`src/rtl/sprite_line_engine.sv`:
```
// Sprite attribute table plus a per-scanline evaluator. It fills a back bank during hblank,
// swaps the back bank into the display bank, and reports the winning sprite for each pixel.
module sprite_line_engine #(
  parameter int NUM_SPRITES  = 32,
  parameter int MAX_PER_LINE = 4,
  parameter int SPR_SIZE     = 16,
  parameter int V_TOTAL      = 525
) (
  input  logic       clk,
  input  logic       reset,
  input  logic [9:0] sprite_x,
  input  logic [8:0] sprite_y,
  input  logic [4:0] sprite_sel,
  input  logic       sprite_pos,
  input  logic       sprite_attr,
  input  logic       sprite_vis,
  input  logic [9:0] hcount,
  input  logic [9:0] vcount,
  input  logic       line_start,
  output logic       spr_hit,
  output logic [4:0] spr_id,
  output logic [7:0] spr_tile,
  output logic [3:0] spr_row,
  output logic [3:0] spr_col,
  output logic       spr_overflow,
  output logic       eval_busy
);

  localparam int IDX_W  = 5;
  localparam int SLOT_W = $clog2(MAX_PER_LINE);
  localparam int CNT_W  = $clog2(MAX_PER_LINE + 1);

  typedef enum logic [1:0] {IDLE, SCAN, SWAP} state_t;

  state_t state_q, state_d;

  logic [9:0] tbl_x_q    [NUM_SPRITES];
  logic [9:0] tbl_x_d    [NUM_SPRITES];
  logic [8:0] tbl_y_q    [NUM_SPRITES];
  logic [8:0] tbl_y_d    [NUM_SPRITES];
  logic [7:0] tbl_tile_q [NUM_SPRITES];
  logic [7:0] tbl_tile_d [NUM_SPRITES];
  logic       tbl_vis_q  [NUM_SPRITES];
  logic       tbl_vis_d  [NUM_SPRITES];

  logic [IDX_W-1:0] idx_q, idx_d;
  logic [9:0]       target_q, target_d;

  // One-entry read stage between the table and the qualify/push logic
  logic             stg_valid_q, stg_valid_d;
  logic             stg_last_q, stg_last_d;
  logic [IDX_W-1:0] stg_id_q, stg_id_d;
  logic [9:0]       stg_x_q, stg_x_d;
  logic [8:0]       stg_y_q, stg_y_d;
  logic [7:0]       stg_tile_q, stg_tile_d;
  logic             stg_vis_q, stg_vis_d;

  logic [IDX_W-1:0] bk_id_q   [MAX_PER_LINE];
  logic [IDX_W-1:0] bk_id_d   [MAX_PER_LINE];
  logic [9:0]       bk_x_q    [MAX_PER_LINE];
  logic [9:0]       bk_x_d    [MAX_PER_LINE];
  logic [3:0]       bk_row_q  [MAX_PER_LINE];
  logic [3:0]       bk_row_d  [MAX_PER_LINE];
  logic [7:0]       bk_tile_q [MAX_PER_LINE];
  logic [7:0]       bk_tile_d [MAX_PER_LINE];
  logic [CNT_W-1:0] bk_cnt_q, bk_cnt_d;
  logic             bk_ovf_q, bk_ovf_d;

  logic [IDX_W-1:0] dp_id_q   [MAX_PER_LINE];
  logic [IDX_W-1:0] dp_id_d   [MAX_PER_LINE];
  logic [9:0]       dp_x_q    [MAX_PER_LINE];
  logic [9:0]       dp_x_d    [MAX_PER_LINE];
  logic [3:0]       dp_row_q  [MAX_PER_LINE];
  logic [3:0]       dp_row_d  [MAX_PER_LINE];
  logic [7:0]       dp_tile_q [MAX_PER_LINE];
  logic [7:0]       dp_tile_d [MAX_PER_LINE];
  logic [CNT_W-1:0] dp_cnt_q, dp_cnt_d;
  logic             dp_ovf_q, dp_ovf_d;

  logic       hit_q, hit_d;
  logic [4:0] id_q, id_d;
  logic [7:0] tile_q, tile_d;
  logic [3:0] row_q, row_d;
  logic [3:0] col_q, col_d;

  logic [9:0] dy;
  logic       stg_qual;

  always_comb begin
    tbl_x_d    = tbl_x_q;
    tbl_y_d    = tbl_y_q;
    tbl_tile_d = tbl_tile_q;
    tbl_vis_d  = tbl_vis_q;
    if (sprite_pos) begin
      tbl_x_d[sprite_sel] = sprite_x;
      tbl_y_d[sprite_sel] = sprite_y;
    end
    if (sprite_attr) tbl_tile_d[sprite_sel] = sprite_x[7:0];
    if (sprite_vis)  tbl_vis_d[sprite_sel]  = sprite_x[0];
  end

  assign dy       = target_q - {1'b0, stg_y_q};
  assign stg_qual = stg_valid_q && stg_vis_q && (dy < 10'(SPR_SIZE));

  always_comb begin
    state_d     = state_q;
    idx_d       = idx_q;
    target_d    = target_q;
    stg_valid_d = stg_valid_q;
    stg_last_d  = stg_last_q;
    stg_id_d    = stg_id_q;
    stg_x_d     = stg_x_q;
    stg_y_d     = stg_y_q;
    stg_tile_d  = stg_tile_q;
    stg_vis_d   = stg_vis_q;
    bk_id_d     = bk_id_q;
    bk_x_d      = bk_x_q;
    bk_row_d    = bk_row_q;
    bk_tile_d   = bk_tile_q;
    bk_cnt_d    = bk_cnt_q;
    bk_ovf_d    = bk_ovf_q;
    dp_id_d     = dp_id_q;
    dp_x_d      = dp_x_q;
    dp_row_d    = dp_row_q;
    dp_tile_d   = dp_tile_q;
    dp_cnt_d    = dp_cnt_q;
    dp_ovf_d    = dp_ovf_q;

    case (state_q)
      SCAN: begin
        stg_valid_d = 1'b1;
        stg_last_d  = (idx_q == IDX_W'(NUM_SPRITES - 1));
        stg_id_d    = idx_q;
        stg_x_d     = tbl_x_q[idx_q];
        stg_y_d     = tbl_y_q[idx_q];
        stg_tile_d  = tbl_tile_q[idx_q];
        stg_vis_d   = tbl_vis_q[idx_q];
        idx_d       = idx_q + IDX_W'(1);
        if (stg_qual) begin
          if (bk_cnt_q < CNT_W'(MAX_PER_LINE)) begin
            bk_id_d[bk_cnt_q[SLOT_W-1:0]]   = stg_id_q;
            bk_x_d[bk_cnt_q[SLOT_W-1:0]]    = stg_x_q;
            bk_row_d[bk_cnt_q[SLOT_W-1:0]]  = dy[3:0];
            bk_tile_d[bk_cnt_q[SLOT_W-1:0]] = stg_tile_q;
            bk_cnt_d                        = bk_cnt_q + CNT_W'(1);
          end else begin
            bk_ovf_d = 1'b1;
          end
        end
        if (stg_valid_q && stg_last_q) begin
          state_d     = SWAP;
          stg_valid_d = 1'b0;
        end
      end
      SWAP: begin
        dp_id_d   = bk_id_q;
        dp_x_d    = bk_x_q;
        dp_row_d  = bk_row_q;
        dp_tile_d = bk_tile_q;
        dp_cnt_d  = bk_cnt_q;
        dp_ovf_d  = bk_ovf_q;
        state_d   = IDLE;
      end
      default: ;
    endcase

    // A new line_start always wins: restart the scan and leave the display bank alone
    if (line_start) begin
      state_d     = SCAN;
      target_d    = (vcount == 10'(V_TOTAL - 1)) ? 10'd0 : vcount + 10'd1;
      idx_d       = '0;
      stg_valid_d = 1'b0;
      stg_last_d  = 1'b0;
      bk_cnt_d    = '0;
      bk_ovf_d    = 1'b0;
      dp_id_d     = dp_id_q;
      dp_x_d      = dp_x_q;
      dp_row_d    = dp_row_q;
      dp_tile_d   = dp_tile_q;
      dp_cnt_d    = dp_cnt_q;
      dp_ovf_d    = dp_ovf_q;
    end
  end

  logic [9:0]              dx [MAX_PER_LINE];
  logic [MAX_PER_LINE-1:0] slot_hit;

  generate
    for (genvar gi = 0; gi < MAX_PER_LINE; gi++) begin : g_slot
      assign dx[gi]       = hcount - dp_x_q[gi];
      assign slot_hit[gi] = (CNT_W'(gi) < dp_cnt_q) && (dx[gi] < 10'(SPR_SIZE));
    end
  endgenerate

  // Walk from the highest slot down so the lowest hitting slot is the last to assign
  always_comb begin
    hit_d  = 1'b0;
    id_d   = '0;
    tile_d = '0;
    row_d  = '0;
    col_d  = '0;
    for (int i = MAX_PER_LINE - 1; i >= 0; i--) begin
      if (slot_hit[i]) begin
        hit_d  = 1'b1;
        id_d   = dp_id_q[i];
        tile_d = dp_tile_q[i];
        row_d  = dp_row_q[i];
        col_d  = dx[i][3:0];
      end
    end
  end

  always_ff @(posedge clk or negedge reset) begin
    if (!reset) begin
      state_q     <= IDLE;
      idx_q       <= '0;
      target_q    <= '0;
      stg_valid_q <= 1'b0;
      stg_last_q  <= 1'b0;
      stg_id_q    <= '0;
      stg_x_q     <= '0;
      stg_y_q     <= '0;
      stg_tile_q  <= '0;
      stg_vis_q   <= 1'b0;
      bk_cnt_q    <= '0;
      bk_ovf_q    <= 1'b0;
      dp_cnt_q    <= '0;
      dp_ovf_q    <= 1'b0;
      hit_q       <= 1'b0;
      id_q        <= '0;
      tile_q      <= '0;
      row_q       <= '0;
      col_q       <= '0;
      for (int i = 0; i < NUM_SPRITES; i++) begin
        tbl_x_q[i]    <= '0;
        tbl_y_q[i]    <= '0;
        tbl_tile_q[i] <= '0;
        tbl_vis_q[i]  <= 1'b0;
      end
      for (int i = 0; i < MAX_PER_LINE; i++) begin
        bk_id_q[i]   <= '0;
        bk_x_q[i]    <= '0;
        bk_row_q[i]  <= '0;
        bk_tile_q[i] <= '0;
        dp_id_q[i]   <= '0;
        dp_x_q[i]    <= '0;
        dp_row_q[i]  <= '0;
        dp_tile_q[i] <= '0;
      end
    end else begin
      state_q     <= state_d;
      idx_q       <= idx_d;
      target_q    <= target_d;
      stg_valid_q <= stg_valid_d;
      stg_last_q  <= stg_last_d;
      stg_id_q    <= stg_id_d;
      stg_x_q     <= stg_x_d;
      stg_y_q     <= stg_y_d;
      stg_tile_q  <= stg_tile_d;
      stg_vis_q   <= stg_vis_d;
      bk_cnt_q    <= bk_cnt_d;
      bk_ovf_q    <= bk_ovf_d;
      dp_cnt_q    <= dp_cnt_d;
      dp_ovf_q    <= dp_ovf_d;
      hit_q       <= hit_d;
      id_q        <= id_d;
      tile_q      <= tile_d;
      row_q       <= row_d;
      col_q       <= col_d;
      tbl_x_q     <= tbl_x_d;
      tbl_y_q     <= tbl_y_d;
      tbl_tile_q  <= tbl_tile_d;
      tbl_vis_q   <= tbl_vis_d;
      bk_id_q     <= bk_id_d;
      bk_x_q      <= bk_x_d;
      bk_row_q    <= bk_row_d;
      bk_tile_q   <= bk_tile_d;
      dp_id_q     <= dp_id_d;
      dp_x_q      <= dp_x_d;
      dp_row_q    <= dp_row_d;
      dp_tile_q   <= dp_tile_d;
    end
  end

  assign spr_hit      = hit_q;
  assign spr_id       = id_q;
  assign spr_tile     = tile_q;
  assign spr_row      = row_q;
  assign spr_col      = col_q;
  assign spr_overflow = dp_ovf_q;
  assign eval_busy    = (state_q != IDLE);

endmodule

```
`config.mk`:
```
export PLATFORM = sky130hd
export DESIGN_NAME = sprite_line_engine
export DESIGN_NICKNAME = d
export VERILOG_FILES = /design/src/rtl/sprite_line_engine.sv
export SDC_FILE = /design/constraint.sdc
export NUM_CORES = 2
export LEC_CHECK = 0
export ABC_AREA = 1
export BUFFER_PORTS_ARGS = -buffer_cell sky130_fd_sc_hd__buf_4
export CAP_MARGIN = 0
export CELL_PAD_IN_SITES_DETAIL_PLACEMENT = 0
export CELL_PAD_IN_SITES_GLOBAL_PLACEMENT = 1
export CORE_ASPECT_RATIO = 1.4
export CORE_UTILIZATION = 50
export CTS_CLUSTER_SIZE = 24
export DETAILED_ROUTE_END_ITERATION = 7
export GPL_ROUTABILITY_DRIVEN = 0
export GPL_TIMING_DRIVEN = 0
export PLACE_DENSITY_LB_ADDON = 0.1
export SETUP_SLACK_MARGIN = 0.5
export SLEW_MARGIN = 5
export SYNTH_ARGS = -nofsm -noshare
export SYNTH_HDL_FRONTEND = slang
export SYNTH_SLANG_ARGS = --single-unit
```
`constraint.sdc`:
```
create_clock -name clk -period 5.8 [get_ports clk]
set_input_delay 1.16 -clock clk [delete_from_list [all_inputs] [get_ports clk]]
set_output_delay 1.16 -clock clk [all_outputs]
set_load 0.01 [all_outputs]
```
* Word-level counts from Yosys, hierarchy flattened *
Index checks and enable logic that the tools add are counted.

word-level totals
  flip-flop bits (word level) = 1194
  bits of input ports = 50
  output and inout port bits = 24
  logic and storage cells = 306

operators by class
  add/subtract/negate cells = 8
  order comparisons = 15
  equal/unequal tests = 6
  mux-type cells = 75
  bitwise gates (word level) = 4
  reductions and logical operators = 19

operator list
  operator               count
  $bwmux W320            1
  $bwmux W288            1
  $bwmux W256            1
  $bwmux W32             2
  $mux W8                8
  $bmux W10 S5           1
  $demux W10 S5          1
  $lt A10 B5 Y1 const B  5
  $mux W10               5
  $bmux W9 S5            1
  $demux W9 S5           1
  $bmux W8 S5            1
  $bwmux W40             1
  $demux W8 S5           1
  $sub A10 B10 Y10       4
  $mux W4                9
  $mux W5                7
  $mux W9                3
  $bwmux W20             1
  $demux W10 S2          1
  $bwmux W16             1
  $demux W8 S2           1
  $mux W1                16
  $ge A6 B6 Y1 const B   2
  31 further kinds       52

* Depth between registers and ports, before layout *
  depth after elaboration = 7
  gate-level depth with buffers = 18
  depth with buffers taken out = 17

* Worst setup path before layout *
No wires, ideal clock.

  path kind = input to register
  start point = input port hcount[0]
  end point = register col_q[1], in the netlist spr_col[1]
  setup time = 0.117 ns
  arrival = 3.108 ns
  data required time = 5.683 ns
  setup slack = 2.575 ns
  stages on the path = 17
  buffers on the path = 1
  cell sequence = inv_1 > ha_1 > fa_1 > nand3b_1 > nand2_1 > nand2_1 > nand2_1 > nand2_1 > nand2_1 > nand3_1 > nor2_1 > clkbuf_1 > nand4_1 > nand2_1 > inv_1 > nand2_1 > nand2_1

between the ends
  cells in the longest elaborated chain, start to end = 7
  elaborated cells between the ends (all ways) = 16

ends and longest elaborated chain
  what                   line  source
  start, declared        17    input logic [9:0] hcount,
  $sub A10 B10 Y10       190   assign dx[gi] = hcount - dp_x_q[gi];
  $lt A10 B5 Y1          191   assign slot_hit[gi] = (CNT_W'(gi) < dp_cnt_q) && (dx[gi] < 10'(SPR_SIZE));
  $logic_and A1 B1 Y1    191
  $mux W4 (3 in series)  203   if (slot_hit[i]) begin
  $mux W4 (*)            203
  named net col_d[1]     84    logic [3:0] col_q, col_d;
  end signal, assigned   269   col_q <= col_d;
  end, declared          84

Mark *: on every way through the listed nets, which the timed path passes. The rest lies on a longest branch.
A chain may end at the register's enable or synchronous reset.

* Final worst setup path *
  start point = register idx_q[0]
  end point = register stg_y_q[0]

between the ends
  cells in the longest elaborated chain, start to end = 4

ends and longest elaborated chain
  what                                         line  source
  start, declared                              46    logic [IDX_W-1:0] idx_q, idx_d;
  start signal, assigned                       252   idx_q <= idx_d;
  $not A5 Y6 (not written as such)             135   stg_y_d = tbl_y_q[idx_q];
  $bmux W9 S5                                  135
  $mux W9 (not written as such) (2 in series)  135
  end signal, assigned                         258   stg_y_q <= stg_y_d;
  end, declared                                54    logic [8:0] stg_y_q, stg_y_d;

No other way between the ends. The select of a mux whose other input is x is not followed.

==> results.yml <==
run_status:
  status: "complete, but fails checks"
  violations: "capacitance limit, slew limit"
finish:
  area_growth_pct: 12.3
  post-route-util_pct: 56.8
  final_layout_size_suffix_gt1_share_pct: 4.95
  fin_area_um2: 61900
  final_nets: 6924
synthesis:
  synth_seq_cells: 1194
  syn-num-nets: 6723
  syn_area_per_cell_um2: 8.33
  synth_seq_area_share_pct: 54.2
  syn_inst: 6615
  synth_cell_type_count: 45
  netlist_area_um2: 55100
  yosys_warnings: 0
floorplanning:
  io_pins: 74
  die_height_um: 395
  placementRows: 143
  core_area_um2: 109000
  start_util_pct: 50.6
  die-area_um2: 112000
  dieWidth_um: 283
detailed_routing:
  post_drt_wl_per_cell_um: 29.8
  vias_per_cell: 6.21
  wirelength_mm: 250
  first_pass_iters: 7
  drtAntennaViolNets: 0
  num_vias: 52100
  drcViolationCount: 0
  drt_iter0_drc: 6987
clock_tree:
  clock-sinks: 1194
  clk_latency_ns: 0.79
  numCtsBuffers: 118
  post_cts_buffers: 0
  htree_levels: 3
  path_clk_slew_ns: 0.06
  root_buffer: "clkbuf_16"
  cts_tree: "yes"
  clockBufferDepth: 3
  cts_hold_buffers: 0
  cts.repair.resized: 0
placement:
  placed_area_um2: 57700
  port_buffers: 72
  hpwlAfterDp_mm: 177
  place_ws_ns: 1.45
setup_path:
  cp_slowest_cell: "clkbuf_1"
  worstPathRequired_ns: 6.49
  end_kind: "register"
  worstPathMaxFanout: 11
  critPathKind: "register to register"
  critPathMaxStageDelay_ns: 1.15
  arrival_ns: 5.09
  worstPathCellList: "buf_2 > buf_2 > clkbuf_1 > clkbuf_1 > nor2_1 > o221ai_1 > nand3_1 > nand2_1 > nand2_1 > nand3_1"
  startpoint_type: "register"
timing:
  period_share_pct: 75.9
  clock_skew_ns: 0.0446
  finalSetupViolCount: 0
  tightest_slew_ns: 1.59
  rsz0062_at_grt: "no"
  setup_tns_ns: 0
  worst_hold_slack_ns: 0.338
  finalHoldViolations: 0
  drv_slew: 67
  max_freq_mhz: 227
  fin_crit_ns: 4.40
  layout_setup_ws_ns: 1.40
  maxSlewHeadroom_pct: -6.17
power:
  pwr-share-seq_pct: 46.5
  peakVddDrop_mv: 0.261
  leakagePower_nw: 29.1
  p_clk_share_pct: 37.0
  switching_power_mw: 6.87
  powerDensity_nw_per_um2: 358
  p_int_mw: 15.3
  p_sw_share_pct: 31.0
  combPwrFrac_pct: 16.5
global_route:
  grt_pass1_vias: 49900
  grt_overflow: 0
  antenna_found_initial: 30
  grt_max_degree: 168
  grt_first_pass_wirelength_mm: 353
  grtUsageTotal_pct: 45.1
flow_run:
  maxCapViolations: 9
worst_hold_path:
  holdCritPathClass: "input port to async pin"
-- cell usage in the layout (no fill, tap or decap), drive strengths merged, types with 9 or more instances in the layout --
master / count
nand4: 165
xor2: 9
nor2: 520
ha: 53
clkinv: 37
a31oi: 13
xnor2: 14
a21oi: 46
dfrtp: 1194
o21ai: 1460
nand3: 231
clkbuf: 670
nor3: 12
o211ai: 70
o22ai: 46
nand2: 1592
diode: 34
buf: 127
o221ai: 180
bufinv: 12
inv: 420
-- per-layer routing --
metal | track usage [%] | share of wire, %
met1 | 49.2 | 33
met4 | 44.0 | 12
met3 | 15.6 | 11
met2 | 67.2 | 44
met5 | 0.575 | 0.13
-- cells in the mapped netlist (all sizes together) --
cell	instances	area share, %
nand3	231	2.2
a211oi	1	0.014
o21ai	1460	13
clkinv	8	0.054
o2bb2ai	1	0.016
o211ai	70	0.95
clkbuf	503	3.4
o21bai	5	0.068
o31ai	4	0.054
dfrtp	1194	54
xnor2	14	0.22
o21a	2	0.027
a22o	2	0.032
xor2	9	0.14
or2	5	0.057
o22ai	46	0.52
a31oi	13	0.15
nor2	520	3.6
nand4	165	1.9
o2111ai	1	0.016
nor3	12	0.11
buf	46	0.52
ha	53	1.2
a22oi	1	0.014
o221ai	180	2.9
a31o	1	0.016
a21o	1	0.014
inv	419	2.9
nand3b	5	0.068
fa	5	0.18
a21oi	46	0.42
nand2	1592	11
-- flip-flops by register name (all words and copies together), names as in the netlist, 3 cells and up --
| name | count |
|---|---|
| tbl_y_q | 288 |
| target_q | 10 |
| tbl_x_q | 320 |
| dp_row_q | 16 |
| spr_col | 4 |
| dp_id_q | 20 |
| bk_id_q | 20 |
| stg_y_q | 9 |
| stg_id_q | 5 |
| stg_x_q | 10 |
| dp_cnt_q | 3 |
| dp_tile_q | 32 |
| bk_x_q | 40 |
| bk_tile_q | 32 |
| spr_tile | 8 |
| idx_q | 5 |
| spr_id | 5 |
| stg_tile_q | 8 |
| spr_row | 4 |
| bk_row_q | 16 |
| dp_x_q | 40 |
| tbl_tile_q | 256 |
| tbl_vis_q | 32 |
| bk_cnt_q | 3 |
-- power groups by stage --
| stage | Sequential (mW) | Clock (mW) | Combinational [mW] |
|---|---|---|---|
| final | 10.3 | 8.19 | 3.66 |
| after global routing | 10.4 | 8.48 | 3.95 |
| after CTS | 10.3 | 8.15 | 3.48 |
| after detailed placement | 10.4 | 0 | 3.47 |
| after global placement | 10.4 | 0 | 3.36 |
| after floorplan | 10.2 | 0 | 2.05 |
-- cells by family (layout without fill, tap and decap cells) --
group	Yosys count	after routing	share of synthesized area, %
adders and majority gates	58	58	1.39
and+or+nand+nor	2530	2530	18.7
DFF	1194	1194	54.2
other	0	34	0
buffers and inverters	976	1271	6.85
AOI/OAI and AO/OA	1834	1834	18.4
xor gates and xnor gates	23	23	0.366
-- stage by stage --
step | std cells | total power [mW]
after global placement | 8137 | 13.7
after floorplan | 6615 | 12.2
after detailed placement | 8144 | 13.9
final | 8394 | 22.2
after global routing | 8362 | 22.8
after CTS | 8358 | 21.9
-- path summary, 6_finish.rpt --
check,endpoint,depth (start not counted),slack [ns],startpoint
worst max-delay path,stg_y_q[0],10,1.40,idx_q[0]
worst min-delay path,dp_x_q[16],1,0.34,reset
worst max register to register,stg_y_q[0],10,1.40,idx_q[0]
worst min register to register,spr_id[0],2,0.47,dp_id_q[15]
max in group asynchronous,tbl_x_q[5],4,2.76,reset
min in group clk,spr_id[0],2,0.47,dp_id_q[15]
-- cell type report --
| class | instances | area (um2) |
|---|---|---|
| Inverter | 427 | 1600 |
| Sequential cell | 1194 | 29900 |
| Antenna cell | 34 | 85.1 |
| Timing Repair Buffer | 81 | 783 |
| Fill cell | 10500 | 47100 |
| Clock buffer | 167 | 3430 |
| Buffer | 549 | 2190 |
| Multi-Input combinational cell | 4445 | 21500 |
| Tap cell | 1450 | 1810 |
| Clock inverter | 47 | 633 |
-- worst max-delay path: cells and delay by family (launching register included) --
family	cells	cell delay, ns
flops	1	0.45
compound gates	1	0.41
simple gates	5	0.72
buf+inv	4	2.70
(Power assumes the default switching activity.)
